[src/rtl/mc_request_assembler_pkg.sv]
// mc_request_assembler_pkg: shared types and defaults for the memory-controller request entry stage
package mc_request_assembler_pkg;

    localparam int MC_ADDRWIDTH = 32;
    localparam int MC_IDWIDTH   = 4;
    localparam int MC_USERWIDTH = 4;
    localparam int MC_DATAWIDTH = 64;
    localparam int MC_BURSTLEN  = 4;
    localparam int MC_WDEPTH    = 8;

    typedef enum logic {
        READ  = 1'b0,
        WRITE = 1'b1
    } req_type_t;

    typedef enum logic [1:0] {
        IDLE,
        RD_REQ,
        WR_REQ,
        WR_DATA
    } mc_state_t;

endpackage

[src/rtl/mc_sync_fifo.sv]
// mc_sync_fifo: single-clock FIFO with registered occupancy count and full/empty flags
module mc_sync_fifo #(
    parameter int WIDTH = 8,
    parameter int DEPTH = 8
) (
    input  logic             clk,
    input  logic             rst,
    input  logic             wr_en,
    input  logic [WIDTH-1:0] wr_data,
    input  logic             rd_en,
    output logic [WIDTH-1:0] rd_data,
    output logic             full,
    output logic             empty
);

    localparam int AW = $clog2(DEPTH);
    localparam logic [AW:0] FULL_CNT = DEPTH[AW:0];

    logic [WIDTH-1:0] mem [DEPTH];
    logic [AW-1:0]    wr_ptr;
    logic [AW-1:0]    rd_ptr;
    logic [AW:0]      count;
    logic             wr_fire;
    logic             rd_fire;

    assign full    = count == FULL_CNT;
    assign empty   = count == '0;
    assign wr_fire = wr_en && !full;
    assign rd_fire = rd_en && !empty;
    assign rd_data = mem[rd_ptr];

    // pointers and occupancy; simultaneous push and pop both take effect
    always_ff @(posedge clk) begin
        if (rst) begin
            wr_ptr <= '0;
            rd_ptr <= '0;
            count  <= '0;
        end else begin
            if (wr_fire) wr_ptr <= wr_ptr + AW'(1);
            if (rd_fire) rd_ptr <= rd_ptr + AW'(1);
            count <= count + (AW+1)'(wr_fire) - (AW+1)'(rd_fire);
        end
    end

    // storage array; contents are don't-care until written
    always_ff @(posedge clk) begin
        if (wr_fire) mem[wr_ptr] <= wr_data;
    end

endmodule

[src/rtl/mc_request_assembler.sv]
// mc_request_assembler: serializes AR and AW+W bursts into one fair, one-at-a-time request stream
module mc_request_assembler
    import mc_request_assembler_pkg::*;
#(
    parameter int ADDRWIDTH = MC_ADDRWIDTH,
    parameter int IDWIDTH   = MC_IDWIDTH,
    parameter int USERWIDTH = MC_USERWIDTH,
    parameter int DATAWIDTH = MC_DATAWIDTH,
    parameter int BURSTLEN  = MC_BURSTLEN,
    parameter int WDEPTH    = MC_WDEPTH
) (
    input  logic                   clk,
    input  logic                   rst,
    input  logic                   ar_valid,
    output logic                   ar_ready,
    input  logic [ADDRWIDTH-1:0]   ar_addr,
    input  logic [IDWIDTH-1:0]     ar_id,
    input  logic [USERWIDTH-1:0]   ar_user,
    input  logic                   aw_valid,
    output logic                   aw_ready,
    input  logic [ADDRWIDTH-1:0]   aw_addr,
    input  logic [IDWIDTH-1:0]     aw_id,
    input  logic [USERWIDTH-1:0]   aw_user,
    input  logic                   w_valid,
    output logic                   w_ready,
    input  logic [DATAWIDTH-1:0]   w_data,
    input  logic [DATAWIDTH/8-1:0] w_strb,
    input  logic                   w_last,
    output logic                   req_valid,
    input  logic                   req_ready,
    output logic                   req_write,
    output logic [ADDRWIDTH-1:0]   req_addr,
    output logic [IDWIDTH-1:0]     req_id,
    output logic [USERWIDTH-1:0]   req_user,
    output logic                   data_valid,
    input  logic                   data_ready,
    output logic [DATAWIDTH-1:0]   data,
    output logic [DATAWIDTH/8-1:0] strb,
    output logic                   data_last,
    output logic                   proto_err
);

    localparam int SW     = DATAWIDTH / 8;
    localparam int NBURST = WDEPTH / BURSTLEN;
    localparam int BW     = $clog2(NBURST + 1);
    localparam int CW     = (BURSTLEN > 1) ? $clog2(BURSTLEN) : 1;
    localparam logic [CW-1:0] LAST_BEAT = CW'(BURSTLEN - 1);
    localparam logic [BW-1:0] MAX_BURST = BW'(NBURST);

    mc_state_t               state;
    mc_state_t               state_nx;
    req_type_t               last_grant;
    logic                    ar_full;
    logic                    aw_full;
    logic [ADDRWIDTH-1:0]    ar_addr_q;
    logic [IDWIDTH-1:0]      ar_id_q;
    logic [USERWIDTH-1:0]    ar_user_q;
    logic [ADDRWIDTH-1:0]    aw_addr_q;
    logic [IDWIDTH-1:0]      aw_id_q;
    logic [USERWIDTH-1:0]    aw_user_q;
    logic [BW-1:0]           bursts_avail;
    logic [CW-1:0]           in_cnt;
    logic [CW-1:0]           out_cnt;
    logic                    fifo_full;
    logic                    fifo_empty;
    logic [DATAWIDTH+SW-1:0] fifo_rd;
    logic                    w_fire;
    logic                    req_fire;
    logic                    data_fire;
    logic                    burst_in;
    logic                    burst_out;
    logic                    rd_elig;
    logic                    wr_elig;

    assign ar_ready  = !ar_full;
    assign aw_ready  = !aw_full;
    assign w_ready   = !fifo_full;
    assign w_fire    = w_valid && w_ready;
    assign req_fire  = req_valid && req_ready;
    assign data_fire = data_valid && data_ready;
    assign burst_in  = w_fire && w_last && bursts_avail != MAX_BURST;
    assign burst_out = data_fire && data_last;
    assign rd_elig   = ar_full;
    assign wr_elig   = aw_full && bursts_avail != '0;

    mc_sync_fifo #(
        .WIDTH (DATAWIDTH + SW),
        .DEPTH (WDEPTH)
    ) u_wfifo (
        .clk     (clk),
        .rst     (rst),
        .wr_en   (w_valid),
        .wr_data ({w_data, w_strb}),
        .rd_en   (data_fire),
        .rd_data (fifo_rd),
        .full    (fifo_full),
        .empty   (fifo_empty)
    );

    // AR/AW holding registers: a full register refuses input until its request is dispatched
    always_ff @(posedge clk) begin
        if (rst) begin
            ar_full   <= 1'b0;
            aw_full   <= 1'b0;
            ar_addr_q <= '0;
            ar_id_q   <= '0;
            ar_user_q <= '0;
            aw_addr_q <= '0;
            aw_id_q   <= '0;
            aw_user_q <= '0;
        end else begin
            if (ar_valid && ar_ready) begin
                ar_full   <= 1'b1;
                ar_addr_q <= ar_addr;
                ar_id_q   <= ar_id;
                ar_user_q <= ar_user;
            end else if (state == RD_REQ && req_ready) begin
                ar_full <= 1'b0;
            end
            if (aw_valid && aw_ready) begin
                aw_full   <= 1'b1;
                aw_addr_q <= aw_addr;
                aw_id_q   <= aw_id;
                aw_user_q <= aw_user;
            end else if (state == WR_REQ && req_ready) begin
                aw_full <= 1'b0;
            end
        end
    end

    // beat bookkeeping on both sides of the W FIFO plus the sticky burst-length check
    always_ff @(posedge clk) begin
        if (rst) begin
            in_cnt       <= '0;
            out_cnt      <= '0;
            bursts_avail <= '0;
            proto_err    <= 1'b0;
        end else begin
            if (w_fire) begin
                in_cnt <= (w_last || in_cnt == LAST_BEAT) ? '0 : in_cnt + CW'(1);
                if (w_last != (in_cnt == LAST_BEAT)) proto_err <= 1'b1;
            end
            if (data_fire) out_cnt <= data_last ? '0 : out_cnt + CW'(1);
            bursts_avail <= bursts_avail + BW'(burst_in) - BW'(burst_out);
        end
    end

    // state register and fairness memory; the first tie after reset goes to a read
    always_ff @(posedge clk) begin
        if (rst) begin
            state      <= IDLE;
            last_grant <= WRITE;
        end else begin
            state <= state_nx;
            if (req_fire) last_grant <= req_write ? WRITE : READ;
        end
    end

    // next-state and request/data outputs; all fields read zero when not valid
    always_comb begin
        state_nx   = state;
        req_valid  = 1'b0;
        req_write  = 1'b0;
        req_addr   = '0;
        req_id     = '0;
        req_user   = '0;
        data_valid = 1'b0;
        data_last  = 1'b0;
        data       = '0;
        strb       = '0;
        case (state)
            IDLE: begin
                state_nx = (rd_elig && wr_elig) ? ((last_grant == WRITE) ? RD_REQ : WR_REQ) :
                           rd_elig ? RD_REQ : wr_elig ? WR_REQ : IDLE;
            end
            RD_REQ: begin
                req_valid = 1'b1;
                req_addr  = ar_addr_q;
                req_id    = ar_id_q;
                req_user  = ar_user_q;
                state_nx  = req_ready ? IDLE : RD_REQ;
            end
            WR_REQ: begin
                req_valid = 1'b1;
                req_write = 1'b1;
                req_addr  = aw_addr_q;
                req_id    = aw_id_q;
                req_user  = aw_user_q;
                state_nx  = req_ready ? WR_DATA : WR_REQ;
            end
            WR_DATA: begin
                data_valid    = !fifo_empty;
                data_last     = data_valid && out_cnt == LAST_BEAT;
                {data, strb}  = data_valid ? fifo_rd : '0;
                state_nx      = (data_valid && data_ready && data_last) ? IDLE : WR_DATA;
            end
            default: state_nx = IDLE;
        endcase
    end

endmodule

[config.mk]
export PLATFORM = sky130hd
export DESIGN_NAME = mc_request_assembler
export DESIGN_NICKNAME = d
export VERILOG_FILES = /design/src/rtl/mc_request_assembler_pkg.sv /design/src/rtl/mc_sync_fifo.sv /design/src/rtl/mc_request_assembler.sv
export SDC_FILE = /design/constraint.sdc
export NUM_CORES = 1
export LEC_CHECK = 0
export ABC_AREA = 1
export BUFFER_PORTS_ARGS = -buffer_cell sky130_fd_sc_hd__buf_2
export CAP_MARGIN = 20
export CORE_MARGIN = 1
export CORE_UTILIZATION = 44
export CTS_CLUSTER_SIZE = 30
export DETAILED_ROUTE_END_ITERATION = 16
export PLACE_DENSITY = 0.66
export SKIP_LAST_GASP = 1
export SLEW_MARGIN = 10
export SYNTH_ARGS = -nofsm -noshare
export SYNTH_HDL_FRONTEND = slang
export SYNTH_SLANG_ARGS = --single-unit
[constraint.sdc]
create_clock -name clk -period 12.1 [get_ports clk]
set_input_delay 1.21 -clock clk [delete_from_list [all_inputs] [get_ports clk]]
set_output_delay 1.21 -clock clk [all_outputs]
set_load 0.005 [all_outputs]
== After elaboration in Yosys (flattened, before gate mapping) ==
Memory sizes are Yosys's and may differ from the RTL's. A register that Yosys moved wholly into a read port is not among the register bits.
Cells that the tools add are included.
Widths: inputs -> output; s select.

* Register bits: 102
* Output and inout port bits: 120
* Latch bits: 0
* Memories: 1
* Memory bits (read-only): 0
* RAM bits: 576
* Input port bits: 160

{| class="wikitable"
|+ Memory list
! memory !! depth !! bits a word !! rd ports !! clocked after Yosys merged registers in !! wr ports !! line !! RTL
|-
| u_wfifo.mem || 8 || 72 || 1 || 1 || 1 || mc_sync_fifo.sv:19 || <nowiki>logic [WIDTH-1:0] mem [DEPTH];</nowiki>
|}

* Reduce and logical (&&, ||, !) cells: 28
* Shift-type cells: 0
* Bitwise logic cells: 0
* Muxes and demuxes: 29
* $add $sub $neg: 8
* Order comparisons: 0
* Equality and inequality tests: 8
* Divide/modulo/power cells: 0
* Multipliers: 0

{| class="wikitable"
|+ Operators by type and width
! cell !! number
|-
| $mux 72 || 1
|-
| $mux 64 || 1
|-
| $pmux 32 s2 || 1
|-
| $logic_and 1x1->1 || 16
|-
| $pmux 4 s2 || 2
|-
| $mux 2 || 7
|-
| $mux 1 || 13
|-
| $eq 2x2->1 const B || 4
|-
| $mux 8 || 1
|-
| $pmux 2 s4 || 1
|-
| $add 3x1->3 const B || 2
|-
| $mux 3 || 2
|-
| $reduce_bool 2->1 || 3
|-
| $add 2x1->2 const B || 2
|-
| $add 4x1->4 || 1
|-
| $eq 4x4->1 const B || 1
|-
| $logic_not 1->1 || 4
|-
| $logic_not 4->1 || 1
|-
| $sub 4x1->4 || 1
|-
| $add 2x1->2 || 1
|-
| $eq 2x1->1 const B || 1
|-
| $logic_not 2->1 || 1
|-
| $ne 2x2->1 const B || 1
|-
| $reduce_and 2->1 || 1
|-
| 4 further kinds || 4
|}

== Logic depth before layout (Yosys ltp) ==
Gate-level depths: netlist (run 1).

* Word-level depth: 7
* Mapped depth: 13

== Modules after synthesis ==
A second synthesis (run 1) with hierarchy kept.

* Cells, all modules: 3319
* Area, all modules: 30322.8 sq um

{| class="wikitable"
|+ Modules (own cells, without submodules)
! module !! seq. area each (sq um) !! area each (sq um) !! instances !! cells each
|-
| mc_sync_fifo || 17556.8 || 25723.4 || 1 || 2588
|-
| mc_request_assembler || 1841.8 || 4599.4 || 1 || 731
|}

== Worst setup path before layout (run 1) ==
Ideal clock, no wire load.

* Path kind: input -> register
* From: in w_valid
* To: mem u_wfifo.mem[0][0] (netlist bit), enable pin
* Data arrival time: 4.562 ns
* Cell stages on the path: 4
* Data required time: 11.597 ns
* Buffers on the path: 0
* Slack: 7.035 ns
* Setup time: 0.503 ns
* Path through: nand2_1 > clkinv_1 > nand2_1 > nor2_1

* Longest elaborated chain between the ends: 3

{| class="wikitable"
|+ RTL lines
! element !! line !! RTL
|-
| start: declaration || mc_request_assembler.sv:24 || <nowiki>input logic w_valid,</nowiki>
|-
| $logic_and 1x1->1 || mc_sync_fifo.sv:28 || <nowiki>assign wr_fire = wr_en && !full;</nowiki>
|-
| named net u_wfifo.wr_fire || mc_sync_fifo.sv:23 || <nowiki>logic wr_fire;</nowiki>
|-
| $mux 1 || mc_sync_fifo.sv:47 || <nowiki>if (wr_fire) mem[wr_ptr] <= wr_data;</nowiki>
|-
| $mux 1 (implied by the code) || mc_sync_fifo.sv:47 ||
|-
| end: declaration || mc_sync_fifo.sv:19 ||
|}

The timed path passes the listed nets, and every way through them passes these cells.

==> impl_metrics.env, run 1 <==
export IMPL_min_period_over_period_pct=39.7
export IMPL_rsz0062_at_grt="no"
export IMPL_start_kind="register"
export IMPL_clock_path_buffers=3
export IMPL_clockRootBuffer="clkbuf_16"
export IMPL_start_util_pct=44.6
export IMPL_relSlewSlack_pct=28.8
export IMPL_clk_pin_slew_ns=0.06
export IMPL_dp_hpwl_um=36500
export IMPL_row_count=94
export IMPL_drc_errors=0
export IMPL_n_fill_cell=5882
export IMPL_netlist_area_sq_um=29400
export IMPL_overflow=0
export IMPL_yosysWarningCount=0
export IMPL_htree_levels=3
export IMPL_die_y_um=260
export IMPL_finalSetupTns_ns=0
export IMPL_hold_viol_final=0
export IMPL_syn_to_final_growth_pct=15.5
export IMPL_timing_rr_start="u_wfifo.count[2]$_SDFF_PP0_"
export IMPL_finalCriticalPeriod_ns=4.80
export IMPL_vias=20500
export IMPL_yosys_area_top_type="edfxtp_1"
export IMPL_place_ws_ns=7.62
export IMPL_ys_flop_type="edfxtp_1"
export IMPL_via_per_inst=4.83
export IMPL_grt_pass1_wl_um=108000
export IMPL_p_leak_nw=14.8
export IMPL_cp_required_ns=10.89
export IMPL_cp_end_kind="output port"
export IMPL_dr_pass1_iters=5
export IMPL_io_buffers=279
export IMPL_ant_nets=0
export IMPL_drive_gt1_share_pct=12.7
export IMPL_dieArea_sq_um=67700
export IMPL_hold_buffers=0
export IMPL_die_x_um=260
export IMPL_core_area_sq_um=65900
export IMPL_r2r_end="u_wfifo.mem[0][16]$_DFFE_PP_"
export IMPL_grt_max_degree=188
export IMPL_min_from="proto_err$_SDFFE_PP0P_"
export IMPL_cp_max_fo=88
export IMPL_pwr_share_comb_pct=10.1
export IMPL_synth_seq_cells=681
export IMPL_min_path_type="register to register"
export IMPL_drtIter0Drc=1188
export IMPL_sw_frac_of_total_pct=24.4
export IMPL_worstHoldPathCells=2
export IMPL_rr_worst_depth=8
export IMPL_cap_violations=0
export IMPL_final_core_util_pct=51.5
export IMPL_cts_sinks=681
export IMPL_grt_pass1_vias=19700
export IMPL_ys_seq_area_share_pct=66.1
export IMPL_insertion_delay_ns=0.62
export IMPL_clkPwrFrac_pct=40.6
export IMPL_power_frac_seq_pct=49.3
export IMPL_ys_async_sr_fraction_pct=0
export IMPL_power_switching_w=0.00136
export IMPL_ir_worst_vdd_mv=0.120
export IMPL_setup_slack_ns=7.30
export IMPL_finalNetCount=3501
export IMPL_setup_violations=0
export IMPL_p_int_w=0.00421
export IMPL_wirelength_um=69600
export IMPL_synth_edf_count=576
export IMPL_tightestPinTransition_ns=1.07
export IMPL_status="complete, no violations"
export IMPL_synthDistinctLibCells=25
export IMPL_finalMaxSlewViolations=0
export IMPL_ios=280
export IMPL_yosysTopAreaCellShare_pct=58.9
export IMPL_synth_fp_nets=3274
export IMPL_skew_ns=0.0261
export IMPL_holdPathEnd="proto_err$_SDFFE_PP0P_"
export IMPL_path_class="register to output port"
export IMPL_arrival_ns=3.59
export IMPL_powerDensity_nw_per_um2=164
export IMPL_wl_per_cell_um=16.4
export IMPL_syn_area_per_cell_sq_um=9.48
export IMPL_r2r_slack_ns=8.68
export IMPL_gp_congestion=0.770
export IMPL_cts_tree="yes"
export IMPL_track_usage_pct=20.7
export IMPL_cts_resized=0
export IMPL_ys_top_cells_by_area="edfxtp_1 59%, nand2_1 13%, dfxtp_1 7.2%"
export IMPL_cts_setup_buffers=0
export IMPL_max_freq_ghz=0.208
export IMPL_syn_inst=3096
export IMPL_numCtsBuffers=75
export IMPL_antenna_found_initial=7
-- layout by cell type, fill, tap and decap left out --
cell and n:
nand2_1 989, edfxtp_1 576, inv_1 468, nor2_1 327, nand3_1 294, buf_2 279, dfxtp_1 102, o21ai_0 85
clkbuf_16 78, a21oi_1 52, buf_4 27, clkinv_1 19, ha_1 17, clkbuf_1 14, clkinv_2 10, nor2_4 8
diode_2 7, bufinv_16 7, inv_6 3, dfxtp_4 3, clkbuf_8 3, inv_2 2, xnor2_1 2, o211ai_1 2
clkinvlp_4 2, buf_16 2, nand4_1 1, nand3b_1 1, xor2_1 1, nor3_1 1, inv_8 1, fa_1 1
clkinv_8 1, inv_16 1, clkinv_4 1, clkbuf_4 1, buf_12 1
-- worst max-delay path, stage by stage, from the launching register on --
cell and delay [ns]:
dfxtp_4 0.63, inv_6 0.78, buf_4 0.76, nand3_1 0.15
nand3_1 0.11, nand2_1 0.08, nor2_1 0.26, buf_2 0.17
-- synthesized netlist by cell type, types with 4 or more instances --
cell type  count
nand2_1      989
edfxtp_1     576
inv_1        469
nor2_1       335
nand3_1      294
dfxtp_1      105
o21ai_0       85
buf_2         80
a21oi_1       52
clkbuf_1      50
buf_1         20
ha_1          17
buf_4          5
buf_6          4
-- cell type report --
cell class                      instances  area (sq um)  share of cell area [%]
Sequential cell                       681         19400                    57.2
Multi-Input combinational cell       1781          7480                    22.1
Clock buffer                           96          2050                    6.06
Inverter                              475          1800                    5.30
Timing Repair Buffer                  309          1670                    4.94
Tap cell                              864          1080                    3.19
Clock inverter                         40           397                    1.17
Antenna cell                            7          17.5                  0.0517
-- power by group through the flow --
stage	combinational, W	sequential, W	clock [W]
floorplan	0.000366	0.00279	0
global placement	0.000565	0.00279	0
detailed placement	0.000570	0.00279	0
CTS	0.000573	0.00274	0.00231
global route	0.000648	0.00276	0.00240
finish	0.000565	0.00274	0.00226
-- layer usage --
layer / wire length [um] / track usage [%] / vias to the layer above
met2: 33200 / 34.9 / 563
met4: 1310 / 5.28 / 10
met1: 30000 / 26.5 / 9588
met3: 5040 / 5.25 / 107
met5: 66 / 0 / -
li1: - / - / 10300
-- cells by family after synthesis --
group / share of synthesized area [%]
xor+xnor: 0.0895
fa+ha+maj: 0.793
compound gates: 2.39
flops: 66.1
simple gates: 22.0
buf+inv: 8.63
-- stage by stage --
step | instances | instance area, sq um | hold slack, ns | power, W
floorplan | 3096 | 29400 | 0.447 | 0.00316
global placement | 4108 | 31400 | 0.439 | 0.00336
detailed placement | 4108 | 31400 | 0.444 | 0.00336
CTS | 4244 | 33800 | 0.458 | 0.00563
global route | 4248 | 33900 | 0.500 | 0.00581
finish | 4253 | 33900 | 0.459 | 0.00557
-- flip-flops by register name, summed over array words and instances, names as in the netlist, 3 cells and up, named ones only --
| register | cells |
|---|---|
| u_wfifo.mem | 576 |
| ar_addr_q | 32 |
| aw_addr_q | 32 |
| ar_id_q | 4 |
| ar_user_q | 4 |
| aw_id_q | 4 |
| aw_user_q | 4 |
| u_wfifo.count | 4 |
| u_wfifo.rd_ptr | 3 |
| u_wfifo.wr_ptr | 3 |
-- worst max-delay path by stage --
stage	end	slack [ns]	cells past startpoint
after floorplan	u_wfifo.mem[0][0]$_DFFE_PP_	7.04	4
after global placement	data[17]	7.65	9
after detailed placement	data[17]	7.62	9
after CTS	data[17]	6.94	9
after global routing	data[17]	7.09	7
final	data[17]	7.30	7
(Power assumes the default switching activity.)
==> run 2: changes to the inputs <==
- PLACE_DENSITY: 0.66 -> 0.69
- clock period: 12.1 -> 4.2 ns (I/O delays scaled with it)
==> run 2 against run 1 <==
  * Non-clock buffer count increased by 13
  * Utilization hardly changed
  * Global-route usage shrank 0.20 points
  * Largest cell class unchanged
  * Largest power group unchanged
  * Highest routed layer unchanged
  * Power grew to 2.8 times the previous value
  * Sequential power rose to 2.9 times the previous value
  * Combinational power grew to 3.0 times the previous value
==> impl_metrics.env, run 2 (same netlist as run 1, synthesis figures left out) <==
export IMPL_insertion_delay_ns=0.61
export IMPL_drc_errors=0
export IMPL_finalNetCount=3512
export IMPL_path_class="register to output port"
export IMPL_clockRootBuffer="clkbuf_16"
export IMPL_grt_max_degree=156
export IMPL_cap_violations=0
export IMPL_start_util_pct=44.6
export IMPL_ir_worst_vdd_mv=0.315
export IMPL_hold_slack_ns=0.0624
export IMPL_cp_required_ns=3.78
export IMPL_wirelength_um=69200
export IMPL_clock_path_buffers=3
export IMPL_htree_levels=3
export IMPL_dieArea_sq_um=67700
export IMPL_min_period_over_period_pct=82.3
export IMPL_numCtsBuffers=73
export IMPL_cp_max_fo=39
export IMPL_antenna_found_initial=7
export IMPL_gp_congestion=0.780
export IMPL_relSlewSlack_pct=27.5
export IMPL_cts_sinks=681
export IMPL_grt_pass1_vias=19800
export IMPL_ant_nets=0
export IMPL_drtIter0Drc=1232
export IMPL_cts_tree="yes"
export IMPL_row_count=94
export IMPL_cts_setup_buffers=0
export IMPL_wl_per_cell_um=16.2
export IMPL_finalSetupTns_ns=0
export IMPL_cts_resized=0
export IMPL_die_x_um=260
export IMPL_finalCriticalPeriod_ns=3.46
export IMPL_largest_reg_flops=576
export IMPL_tightestPinTransition_ns=1.09
export IMPL_cp_end_kind="output port"
export IMPL_core_area_sq_um=65900
export IMPL_skew_ns=0.0190
export IMPL_arrival_ns=3.04
export IMPL_top_register="u_wfifo.mem"
export IMPL_track_usage_pct=20.5
export IMPL_p_leak_nw=14.8
export IMPL_final_cell_mix="989 x nand2_1, 576 x edfxtp_1, 468 x inv_1, 327 x nor2_1, 294 x nand3_1"
export IMPL_hold_viol_final=0
export IMPL_die_y_um=260
export IMPL_vias=20600
export IMPL_dp_hpwl_um=38000
export IMPL_start_kind="register"
export IMPL_setup_violations=0
export IMPL_via_per_inst=4.84
export IMPL_max_freq_ghz=0.289
export IMPL_grt_pass1_wl_um=108000
export IMPL_hold_buffers=0
export IMPL_status="complete, no violations"
export IMPL_final_common_cell="nand2_1"
export IMPL_min_path_type="input port to register"
export IMPL_reg_top3="u_wfifo.mem x576, ar_addr_q x32, aw_addr_q x32"
export IMPL_powerDensity_nw_per_um2=466
export IMPL_ios=280
export IMPL_finalMaxSlewViolations=0
export IMPL_total_power_w=0.0158
export IMPL_clk_pin_slew_ns=0.06
export IMPL_drive_gt1_share_pct=13.3
export IMPL_io_buffers=279
export IMPL_dr_pass1_iters=7
export IMPL_syn_to_final_growth_pct=15.6
export IMPL_overflow=0
export IMPL_rsz0062_at_grt="no"
-- run 2: cell count changes in the layout (fill, tap and decap cells not counted), sizes merged --
cell,change
clkinv,-1
bufinv,-3
inv,+1
clkinvlp,+3
clkbuf,-5
buf,+13
-- run 2: final timing paths --
path,from,to,slack [ns],depth (start not counted)
setup reg to reg,u_wfifo.count[2]$_SDFF_PP0_,u_wfifo.mem[1][53]$_DFFE_PP_,1.63,6
hold reg to reg,proto_err$_SDFFE_PP0P_,proto_err$_SDFFE_PP0P_,0.46,2
setup / recovery,u_wfifo.count[2]$_SDFF_PP0_,data[34],0.74,9
hold / removal,ar_addr[0],ar_addr_q[0]$_SDFFE_PP0P_,0.06,3
-- run 2: layout make-up --
class,count,area [sq um]
Fill cell,5928,31900
Timing Repair Buffer,322,1830
Inverter,475,1800
Multi-Input combinational cell,1781,7480
Tap cell,864,1080
Sequential cell,681,19400
Clock inverter,40,363
Clock buffer,91,1950
Antenna cell,7,17.5
-- run 2: report_power, final --
part | leakage (nW) | internal (W) | switching, W
logic | 7.57 | 0.000492 | 0.00119
clock network | 1.13 | 0.00358 | 0.00265
registers | 6.10 | 0.00777 | 0.000123
total | 14.8 | 0.0118 | 0.00396
-- run 2: per-layer routing --
| metal | up-vias | track usage, % | routed length [um] |
|---|---|---|---|
| met5 | - | 0 | 40 |
| met4 | 6 | 6.30 | 1380 |
| met3 | 100 | 4.49 | 4500 |
| met2 | 559 | 35.0 | 33500 |
| met1 | 9679 | 25.9 | 29700 |
| li1 | 10300 | - | - |
-- run 2: worst max-delay path, stage by stage (launching register included) --
cell	delay [ns]
dfxtp_1	0.30
inv_1	0.09
ha_1	0.15
nand2_1	0.10
nand2_1	0.14
clkinv_2	0.82
buf_4	0.53
nand2_1	0.09
nor2_1	0.04
buf_2	0.13
-- run 2: per-stage QoR --
stage | setup WS [ns] | utilization, % | instance area (sq um) | std cells
floorplan | -0.305 | - | 29400 | 3096
global placement | 1.45 | 48.0 | 31600 | 4123
detailed placement | 1.43 | 48.0 | 31600 | 4123
CTS | 0.773 | 51.5 | 33900 | 4254
global route | 0.554 | 51.5 | 33900 | 4257
finish | 0.744 | 51.5 | 33900 | 4261
